$ cat src/rtl/verinject_serial_fault_tester.sv
// ---------------------------------------------------------------------------
// verinject_serial_fault_tester
//
// Serial single-bit fault-injection sequencer. It walks bit indices
// 0..TOTAL_BITS-1 and presents one index per injection slot on the
// injector-state bus. That bus is consumed by the injected DUT copy and by
// the simulation monitor. Outside an injection slot the bus carries
// IDLE_CODE. A free-running 48-bit cycle counter is published alongside.
//
// Optional feature macro: VERINJECT_SINGLE_PASS_EN
//   When defined, the sequencer stops after one full sweep. It parks in DONE
//   with IDLE_CODE on the bus and raises sweep_done.
//   When undefined, the sweep repeats indefinitely and there is no
//   sweep_done port.
//
// Ports
//   clock                      in   1   single clock, rising edge
//   reset                      in   1   synchronous, active-high reset
//   enable                     in   1   1 = schedule advances, 0 = paused
//   verinject__injector_state  out  32  bit index to flip, or IDLE_CODE
//   cycle_number               out  48  free-running cycle counter
//   sweep_count                out  16  completed sweeps, saturating
//   sweep_done                 out  1   single-pass build only
// ---------------------------------------------------------------------------
module verinject_serial_fault_tester #(
  parameter int unsigned TOTAL_BITS  = 96,
  parameter int unsigned START_DELAY = 16,
  parameter int unsigned INTERVAL    = 8,
  parameter logic [31:0] IDLE_CODE   = 32'hFFFF_FFFF
) (
  input  logic        clock,
  input  logic        reset,
  input  logic        enable,
  output logic [31:0] verinject__injector_state,
  output logic [47:0] cycle_number,
`ifdef VERINJECT_SINGLE_PASS_EN
  output logic [15:0] sweep_count,
  output logic        sweep_done
`else
  output logic [15:0] sweep_count
`endif
);

  typedef enum logic [1:0] {
    ST_START,
    ST_WAIT,
`ifdef VERINJECT_SINGLE_PASS_EN
    ST_INJECT,
    ST_DONE
`else
    ST_INJECT
`endif
  } state_t;

  localparam logic [31:0] LAST_BIT     = 32'(TOTAL_BITS - 1);
  localparam logic [31:0] DELAY_RELOAD = 32'(START_DELAY);
  localparam logic [31:0] WAIT_RELOAD  = 32'(INTERVAL - 1);
  localparam bit          BACK_TO_BACK = (INTERVAL == 1);

  state_t      state_reg, state_next;
  logic [31:0] cnt_reg, cnt_next;
  logic [31:0] bit_idx_reg, bit_idx_next;
  logic [31:0] inj_reg, inj_next;
  logic [47:0] cycle_reg;
  logic [15:0] sweep_reg, sweep_next;
  logic        last_bit;
`ifdef VERINJECT_SINGLE_PASS_EN
  logic        done_reg, done_next;
`endif

  assign last_bit = (bit_idx_reg == LAST_BIT);

  always_comb begin
    state_next   = state_reg;
    cnt_next     = cnt_reg;
    bit_idx_next = bit_idx_reg;
    sweep_next   = sweep_reg;
`ifdef VERINJECT_SINGLE_PASS_EN
    done_next    = done_reg;
`endif
    case (state_reg)
      // START and WAIT share the countdown. The slot fires on the edge
      // where the count would expire. A count of 0 can only occur after a
      // paused back-to-back schedule, and it also fires at once.
      ST_START, ST_WAIT: begin
        if (enable) begin
          if (cnt_reg <= 32'd1) begin
            state_next = ST_INJECT;
          end else begin
            cnt_next = cnt_reg - 32'd1;
          end
        end
      end
      // A registered INJECT cycle always completes, even if enable has
      // dropped. The index advances and the sweep bookkeeping happens on
      // the edge that leaves this cycle.
      ST_INJECT: begin
        bit_idx_next = last_bit ? 32'd0 : bit_idx_reg + 32'd1;
        if (last_bit && (sweep_reg != 16'hFFFF)) begin
          sweep_next = sweep_reg + 16'd1;
        end
`ifdef VERINJECT_SINGLE_PASS_EN
        if (last_bit) begin
          state_next = ST_DONE;
          done_next  = 1'b1;
        end else
`endif
        if (enable && BACK_TO_BACK) begin
          state_next = ST_INJECT;
        end else begin
          state_next = ST_WAIT;
          cnt_next   = WAIT_RELOAD;
        end
      end
      default: begin
        state_next = state_reg;
      end
    endcase

    // The bus shows the index that the next state will be injecting.
    inj_next = (state_next == ST_INJECT) ? bit_idx_next : IDLE_CODE;
  end

  always_ff @(posedge clock) begin
    if (reset) begin
      state_reg   <= ST_START;
      cnt_reg     <= DELAY_RELOAD;
      bit_idx_reg <= 32'd0;
      inj_reg     <= IDLE_CODE;
      cycle_reg   <= 48'd0;
      sweep_reg   <= 16'd0;
`ifdef VERINJECT_SINGLE_PASS_EN
      done_reg    <= 1'b0;
`endif
    end else begin
      state_reg   <= state_next;
      cnt_reg     <= cnt_next;
      bit_idx_reg <= bit_idx_next;
      inj_reg     <= inj_next;
      cycle_reg   <= cycle_reg + 48'd1;
      sweep_reg   <= sweep_next;
`ifdef VERINJECT_SINGLE_PASS_EN
      done_reg    <= done_next;
`endif
    end
  end

  assign verinject__injector_state = inj_reg;
  assign cycle_number              = cycle_reg;
  assign sweep_count               = sweep_reg;
`ifdef VERINJECT_SINGLE_PASS_EN
  assign sweep_done                = done_reg;
`endif

endmodule

$ cat config.mk
export PLATFORM = sky130hd
export DESIGN_NAME = verinject_serial_fault_tester
export DESIGN_NICKNAME = d
export VERILOG_FILES = /design/src/rtl/verinject_serial_fault_tester.sv
export SDC_FILE = /design/constraint.sdc
export NUM_CORES = 1
export LEC_CHECK = 0
export CAP_MARGIN = 5
export CORE_ASPECT_RATIO = 2
export CORE_MARGIN = 10
export CORE_UTILIZATION = 59
export CTS_CLUSTER_DIAMETER = 80
export DETAILED_ROUTE_END_ITERATION = 16
export PLACE_DENSITY_LB_ADDON = 0.15
export SYNTH_ARGS = -nofsm -noshare
export SYNTH_HDL_FRONTEND = slang
export SYNTH_SLANG_ARGS = --single-unit
$ cat constraint.sdc
create_clock -name clock -period 4.4 [get_ports clock]
set_input_delay 0.88 -clock clock [delete_from_list [all_inputs] [get_ports clock]]
set_output_delay 0.88 -clock clock [all_outputs]
set_load 0.1 [all_outputs]
==> reports/metrics.csv, run 1 <==
stage,metric,value,unit
outcome,status,"complete, no violations",
floorplanning,I/O Pins,99,
worst_setup_path,CP max-delay cell,clkdlybuf4s50_1,
sta,Final Setup Violations,0,
worst_setup_path,Top Family by Delay on Critical Path,buffers and inverters,
power_and_ir_drop,"Power, Total",3460,uW
worst_setup_path,worst path bufs/invs,1,
sta,Hold WS,0.484,ns
clock_tree,deepest clock path buffer count,2,
place,DP Cell Count,1010,
run,max cap viols,0,
floorplanning,width of the die,97.1,um
floorplanning,Die H,174,um
power_and_ir_drop,P_leak,0.00290,uW
worst_setup_path,WP data required,3.52,ns
sta,period utilization,68.1,%
power_and_ir_drop,peak supply drop,0.409,mV
sta,min Tclk post-route,3.00,ns
sta,final hold vios,0,
floorplanning,Core ar.,11700,um^2
logic_synthesis,syn avg cell area,8.80,um^2
global_routing,GR Util All Layers,20.5,%
route,Initial DRT Pass Iterations,5,
clock_tree,number of CTS-inserted buffers,17,
sta,Slew headroom,26.7,%
sta,Setup TNS,0,ns
sta,max-slew violation count,0,
worst_setup_path,r2r worst-path depth,5,
clock_tree,clk sinks,162,
place,RePlAce Congestion,0.839,
worst_setup_path,crit end category,output pin,
logic_synthesis,Ys Warns,0,
final_layout,area grow syn2layout,23.1,%
floorplanning,Initial Util,60.0,%
place,Area after DPL,8070,um^2
global_routing,number of global-route vias before repair,6235,
global_routing,largest net degree at the start of global routing,64,
clock_tree,Setup Buffers After CTS,0,
route,DRC Markers,0,
worst_hold_path,hold depth,2,
place,port bufs,98,
clock_tree,TritonCTS clock tree,yes,
worst_setup_path,CP peak stage delay,1.20,ns
clock_tree,CTS H-tree lvls,4,
worst_hold_path,Min-Delay Startpoint,cnt_reg[6],
route,Antenna Nets Post-Route,0,
global_routing,initial antenna violation count,0,
clock_tree,post-cts sizing count,0,
clock_tree,"Hold-fix buffers, CTS",0,
logic_synthesis,"Distinct cells, synth",54,
worst_setup_path,Crit path arrival time,2.12,ns
route,WL final,17900,um
logic_synthesis,sequential cell area fraction in the yosys report,46.2,%
final_layout,design area,8650,um^2
sta,Worst Tran Pin Value,1.10,ns
sta,RSZ-0062 raised after global routing,no,
final_layout,final non-filler cell total,1042,
logic_synthesis,Syn Std Cell Area,7020,um^2
clock_tree,clk root buf,clkbuf_16,
final_layout,n_diodes,0,
place,DPL Wire Length,12900,um
final_layout,share of cells above drive strength 1,6.58,%
route,WL per Instance,17.2,um
worst_setup_path,critical path startpoint category,flip-flop,
floorplanning,DIE AREA,16900,um^2
logic_synthesis,prevailing post-synth register cell,dfxtp_1,
worst_setup_path,R2R Path End,cnt_reg[9],
logic_synthesis,Syn Nets,806,
final_layout,number of nets in the layout,892,
route,Vias,6242,
logic_synthesis,Post-synth EDFFs,0,
clock_tree,"Clk Latency, worst-skew pair",0.43,ns
global_routing,gr ovfl total,0,
power_and_ir_drop,Power Density,401,nW/um^2
worst_setup_path,critical path type,flip-flop to output pin,
worst_hold_path,worst hold path class,flip-flop to flip-flop,
worst_setup_path,CP Cell Sequence,clkdlybuf4s50_1,
route,initial DRC count,305,
route,Vias/cell,5.99,
floorplanning,# rows,56,
worst_setup_path,crit path max fanout,6,
sta,skew final,0.0121,ns
worst_hold_path,Hold Path End,cnt_reg[6],
logic_synthesis,Post-Syn Instances,798,
global_routing,first-pass GRT wire length,29700,um
worst_setup_path,FF-to-FF Start,cnt_reg[29],
worst_setup_path,reg2reg setup slack,1.50,ns
logic_synthesis,#FFs+latches synth,162,
sta,max frequency,0.334,GHz
clock_tree,clk slew on worst S/H paths,0.07,ns
final_layout,max reg flops,48,
logic_synthesis,Synth async-reset ratio,0,%
[cell type report]
class	count	area, um^2
multi-input combinational	587	3580
sequential	162	3240
fill	867	3060
timing repair buffer	102	1010
clock buffer	20	457
tap	145	181
clock inverter	12	123
inverter	14	52.6
[worst max path at each step]
| stage | start | cells after the start | slack, ns | to |
|---|---|---|---|---|
| CTS | cycle_number[10] | 1 | 1.41 | cycle_number[10] |
| global placement | enable | 6 | 1.41 | cnt_reg[30] |
| floorplan | sweep_count[0] | 6 | 1.53 | sweep_count[8] |
| finish | cycle_number[10] | 1 | 1.40 | cycle_number[10] |
| detailed placement | enable | 6 | 1.34 | cnt_reg[30] |
| global route | cnt_reg[29] | 5 | 1.30 | cnt_reg[9] |
[per-layer routing]
| metal | part of all wire, % | routed length [um] | track usage, % |
|---|---|---|---|
| met4 | 1.8 | 314 | 7.60 |
| met2 | 57 | 10200 | 40.1 |
| met1 | 36 | 6400 | 19.3 |
| met5 | 0 | 0 | 0 |
| met3 | 5.2 | 926 | 5.84 |
[where the power goes]
part	leakage, uW	switching (uW)	internal [uW]	total (uW)
logic	0.00132	336	122	458
clock network	0.000273	633	821	1450
registers	0.00131	41.0	1510	1550
[stage by stage]
| step | setup slack, ns | util, % |
|---|---|---|
| 2_1_floorplan | 1.53 | - |
| 3_3_place_gp | 1.41 | 68.9 |
| 3_5_place_dp | 1.34 | 68.9 |
| 4_1_cts | 1.41 | 73.9 |
| 5_1_grt | 1.30 | 73.9 |
| 6_report | 1.40 | 73.9 |
[synthesized netlist by cell type, types with 22 or more instances]
| cell | number | share of area (%) |
|---|---|---|
| nand2_1 | 69 | 3.7 |
| dfxtp_1 | 162 | 46 |
| xor2_1 | 33 | 4.1 |
| nor4_1 | 22 | 2.0 |
| clkbuf_1 | 24 | 1.3 |
| nand3_1 | 36 | 2.6 |
| nand4_1 | 31 | 2.8 |
| nor2_1 | 89 | 4.8 |
| or3_1 | 27 | 2.4 |
| a21oi_1 | 46 | 3.3 |
| xnor2_1 | 39 | 4.9 |
| o21ai_0 | 29 | 2.1 |
[placed cells by master (no fill, tap or decap), types with 5 or more instances in the layout]
cell	n
inv_1	14
dfxtp_1	162
or3_1	27
and3_1	12
xor2_1	33
nand2_1	69
and2_1	6
o211ai_1	5
and4_1	11
o21ai_0	29
nand2b_1	8
nor2_1	89
a21oi_1	46
clkbuf_16	17
nand4_1	31
ha_1	5
or4_1	21
nor4_1	22
nor3_1	21
nand3_1	36
o2111ai_1	5
o31ai_1	15
nor2b_1	11
clkdlybuf4s50_1	97
xnor2_1	39
nor4_2	6
[logic make-up after synthesis]
| kind of cell | count (synthesis) | share of synthesized area (%) |
|---|---|---|
| and+or+nand+nor | 386 | 29.9 |
| DFF | 162 | 46.2 |
| AOI/OAI and AO/OA | 120 | 10.5 |
| xor gates and xnor gates | 72 | 8.98 |
| buffers and inverters | 49 | 2.85 |
| adders and majority gates | 5 | 0.891 |
| muxes | 4 | 0.641 |
Power figures use the tool's default switching activity.
==> inputs of run 2 (changes only) <==
Settings changed: CORE_UTILIZATION 59 to 55.
Clock period 4.4 ns to 3.02 ns, I/O delays scaled along.
==> reports/metrics.csv, run 2 (synthesis results as in run 1) <==
stage,metric,value,unit
sta,final hold vios,0,
worst_setup_path,crit path max fanout,8,
final_layout,max reg flops,48,
final_layout,most frequent cells in the layout,"dfxtp_1 (162), buf_4 (110), nor2_1 (89)",
place,DPL Wire Length,13000,um
global_routing,GR Util All Layers,19.3,%
place,RePlAce Congestion,0.903,
clock_tree,deepest clock path buffer count,2,
sta,Worst Tran Pin Value,0.733,ns
sta,period utilization,84.6,%
place,port bufs,98,
sta,Setup TNS,0,ns
sta,Final Setup Violations,0,
floorplanning,Die H,180,um
worst_setup_path,FF-to-FF Start,cnt_reg[7],
worst_setup_path,crit end category,flip-flop,
clock_tree,"Clk Latency, worst-skew pair",0.42,ns
sta,RSZ-0062 raised after global routing,no,
sta,max-slew violation count,0,
worst_hold_path,worst hold path class,flip-flop to flip-flop,
clock_tree,number of CTS-inserted buffers,17,
route,WL final,17500,um
power_and_ir_drop,peak supply drop,0.469,mV
worst_setup_path,critical path type,flip-flop to flip-flop,
worst_setup_path,Crit. Startpoint,cnt_reg[7],
floorplanning,width of the die,99.9,um
worst_setup_path,WP data required,3.32,ns
floorplanning,# rows,58,
final_layout,final non-filler cell total,1057,
sta,skew final,0.0146,ns
clock_tree,clk root buf,clkbuf_16,
sta,Slew headroom,50.7,%
power_and_ir_drop,Power Density,595,nW/um^2
floorplanning,DIE AREA,18000,um^2
clock_tree,post-cts sizing count,0,
clock_tree,TritonCTS clock tree,yes,
route,WL per Instance,16.5,um
place,Area after DPL,7930,um^2
clock_tree,"Hold-fix buffers, CTS",0,
floorplanning,Initial Util,55.9,%
final_layout,design area,8510,um^2
sta,min Tclk post-route,2.56,ns
worst_setup_path,reg2reg setup slack,0.46,ns
route,initial DRC count,260,
global_routing,number of global-route vias before repair,6215,
clock_tree,clk sinks,162,
worst_hold_path,Min-Delay Startpoint,cnt_reg[23],
final_layout,share of cells above drive strength 1,18.2,%
global_routing,initial antenna violation count,0,
route,Vias,6239,
final_layout,number of nets in the layout,903,
clock_tree,Setup Buffers After CTS,0,
worst_setup_path,Crit path arrival time,2.85,ns
sta,max frequency,0.391,GHz
outcome,status,"complete, no violations",
run,max cap viols,0,
global_routing,largest net degree at the start of global routing,53,
floorplanning,I/O Pins,99,
final_layout,n_diodes,0,
power_and_ir_drop,P_leak,0.00308,uW
worst_setup_path,critical path startpoint category,flip-flop,
final_layout,"most common cell after layout, fill and taps aside",dfxtp_1,
route,DRC Markers,0,
global_routing,gr ovfl total,0,
floorplanning,Core ar.,12600,um^2
place,DP Cell Count,1026,
sta,Hold WS,0.478,ns
route,Initial DRT Pass Iterations,4,
clock_tree,clk slew on worst S/H paths,0.06,ns
global_routing,first-pass GRT wire length,29400,um
final_layout,fillcell total,1033,
clock_tree,CTS H-tree lvls,4,
route,Vias/cell,5.90,
final_layout,area grow syn2layout,21.2,%
route,Antenna Nets Post-Route,0,
-- run 2: cell count changes in the layout (fill, tap and decap cells not counted), sizes merged --
cell           delta
buf             +107
bufinv            +1
clkdlybuf4s50    -96
clkinvlp          +1
inv               -3
-- run 2: worst paths after layout --
path,depth (start not counted),endpoint
worst min-delay path,2,cnt_reg[23]
worst max register to register,5,verinject__injector_state[1]
worst max-delay path,5,verinject__injector_state[1]
worst min register to register,2,cnt_reg[23]
-- run 2: per-layer routing --
layer	vias up	GRT usage, %	part of all wire [%]
li1	3067	-	-
met1	2991	18.8	37
met5	-	0	0
met3	41	5.15	4.5
met2	140	36.3	56
met4	0	8.18	2.6
-- run 2: layout make-up --
cell class                      instances  area (um^2)  area share (%)
Inverter                               14         52.6           0.617
Timing Repair Buffer                  113          861            10.1
Clock inverter                         11          129            1.51
Clock buffer                           20          457            5.36
Multi-Input combinational cell        587         3580            42.1
Tap cell                              150          188            2.20
Sequential cell                       162         3240            38.1
-- run 2: worst max-delay path, stage by stage, from the launching register on --
cell,delay [ns]
dfxtp_1,0.35
or4_4,0.59
nor4_4,0.47
nand3_1,0.29
or3b_1,0.44
or2_2,0.30
-- run 2: power by group --
group,internal [uW],total [uW],switching [uW]
registers,2200,2260,60.1
logic,192,683,491
clock network,1260,2130,864
total,3650,5070,1420
-- run 2: metrics by stage --
| step | setup slack, ns | utilization (%) | power, uW |
|---|---|---|---|
| floorplan | 0.150 | - | 2820 |
| global route | 0.340 | 67.8 | 5250 |
| CTS | 0.469 | 67.8 | 5100 |
| finish | 0.465 | 67.8 | 5070 |
| detailed placement | 0.343 | 63.1 | 2980 |
| global placement | 0.420 | 63.1 | 2960 |
==> inputs of run 3 (changes only) <==
Clock period 3.02 ns to 2.65 ns, I/O delays scaled along.
==> reports/metrics.csv, run 3 (synthesis results as in run 1) <==
stage,metric,value,unit
global_routing,met3 global-route usage,5.72,%
route,Antenna Nets Post-Route,0,
floorplanning,I/O Pins,99,
floorplanning,Core ar.,12600,um^2
floorplanning,width of the die,99.9,um
final_layout,"most common cell after layout, fill and taps aside",dfxtp_1,
floorplanning,DIE AREA,18000,um^2
global_routing,gr ovfl total,0,
sta,skew final,0.00998,ns
route,WL final,18300,um
floorplanning,Die H,180,um
power_and_ir_drop,Power Density,670,nW/um^2
clock_tree,"Clk Latency, worst-skew pair",0.43,ns
power_and_ir_drop,peak supply drop,0.518,mV
power_and_ir_drop,"Power, Total",5790,uW
worst_setup_path,crit end category,flip-flop,
global_routing,first-pass GRT wire length,30400,um
power_and_ir_drop,P_leak,0.00315,uW
outcome,status,"complete, no violations",
sta,Worst Tran Pin Value,0.649,ns
global_routing,largest net degree at the start of global routing,52,
clock_tree,deepest clock path buffer count,2,
clock_tree,TritonCTS clock tree,yes,
global_routing,GR peak layer,met2,
clock_tree,Setup Buffers After CTS,0,
final_layout,Final Util,68.8,%
worst_setup_path,critical path type,flip-flop to flip-flop,
clock_tree,clk sinks,162,
final_layout,max reg flops,48,
global_routing,grt met2 use,37.7,%
global_routing,GR Util All Layers,20.3,%
worst_hold_path,worst hold path class,flip-flop to flip-flop,
sta,Slew headroom,56.3,%
sta,Setup TNS,0,ns
sta,max frequency,0.401,GHz
floorplanning,# rows,58,
route,DRC Markers,0,
route,WL per Instance,17.1,um
route,Vias,6373,
sta,Final Setup Violations,0,
sta,RSZ-0062 raised after global routing,no,
final_layout,n_diodes,0,
clock_tree,clk root buf,clkbuf_16,
clock_tree,clk slew on worst S/H paths,0.07,ns
final_layout,most frequent cells in the layout,"dfxtp_1 (144), buf_4 (121), nor2_1 (89)",
final_layout,area grow syn2layout,23.1,%
place,RePlAce Congestion,0.890,
worst_setup_path,critical path startpoint category,flip-flop,
final_layout,share of cells above drive strength 1,21.5,%
route,Vias/cell,5.96,
clock_tree,number of CTS-inserted buffers,17,
sta,min Tclk post-route,2.49,ns
global_routing,met1 usage,18.9,%
floorplanning,Initial Util,55.9,%
route,initial DRC count,281,
route,Initial DRT Pass Iterations,6,
worst_setup_path,crit path max fanout,11,
sta,Hold WS,0.437,ns
worst_setup_path,WP data required,2.99,ns
global_routing,number of global-route vias before repair,6488,
clock_tree,CTS H-tree lvls,4,
place,port bufs,98,
sta,max-slew violation count,0,
sta,final hold vios,0,
place,DPL Wire Length,13600,um
run,max cap viols,0,
final_layout,number of nets in the layout,915,
global_routing,initial antenna violation count,0,
worst_setup_path,Crit path arrival time,2.83,ns
sta,period utilization,94.1,%
==> run 3: cell count changes in the layout (fill, tap and decap cells not counted), moves of 3 or more <==
cell	change
inv_6	+3
buf_4	+11
dfxtp_2	+18
dfxtp_1	-18
==> run 3: where the power goes <==
part | total [uW] | switching (uW) | internal [uW]
Sequential | 2580 | 68.1 | 2510
Combinational | 837 | 581 | 256
Clock | 2380 | 1020 | 1360
==> run 3: area by class of cell <==
type | count | area, um^2
Inverter | 14 | 52.6
Clock buffer | 20 | 457
Clock inverter | 12 | 121
Tap cell | 150 | 188
Fill cell | 1017 | 3910
Multi-Input combinational cell | 587 | 3590
Sequential cell | 162 | 3270
Timing Repair Buffer | 125 | 963
==> run 3: repair_timing <==
item                                    in CTS  in global routing
resized for setup                            0                  2
hold endpoints to repair                     0                  0
endpoints found under the setup margin       0                  4
hold buffers                                 0                  0
==> run 3: through the flow <==
| step | setup slack (ns) | cells | area (um^2) |
|---|---|---|---|
| 2_1_floorplan | 0.000990 | 798 | 7040 |
| 3_3_place_gp | 0.206 | 1038 | 8050 |
| 3_5_place_dp | 0.135 | 1038 | 8050 |
| 4_1_cts | 0.140 | 1070 | 8630 |
| 5_1_grt | 0.0655 | 1070 | 8640 |
| 6_report | 0.157 | 1070 | 8640 |
==> run 3: worst paths after layout <==
check | from | to | slack, ns | cells past startpoint
setup / recovery | cnt_reg[7] | cnt_reg[12] | 0.16 | 6
hold / removal | cycle_number[0] | cycle_number[0] | 0.44 | 1
setup reg to reg | cnt_reg[7] | cnt_reg[12] | 0.16 | 6
hold reg to reg | cycle_number[0] | cycle_number[0] | 0.44 | 1
==> run 3: worst max-delay path, stage by stage (launching register included) <==
cell and delay [ns]:
dfxtp_1 0.35, or4_4 0.59, or4_1 0.60, o31ai_2 0.30, buf_4 0.23, o41ai_1 0.10, a21oi_1 0.22
==> run 3: per-layer routing <==
metal  vias up  wire [um]  share of wire (%)
li1       3088          -                  -
met1      3033       6470                 35
met2       182      10200                 56
met3        70        897                4.9
met4         0        766                4.2
met5         -          0                  0
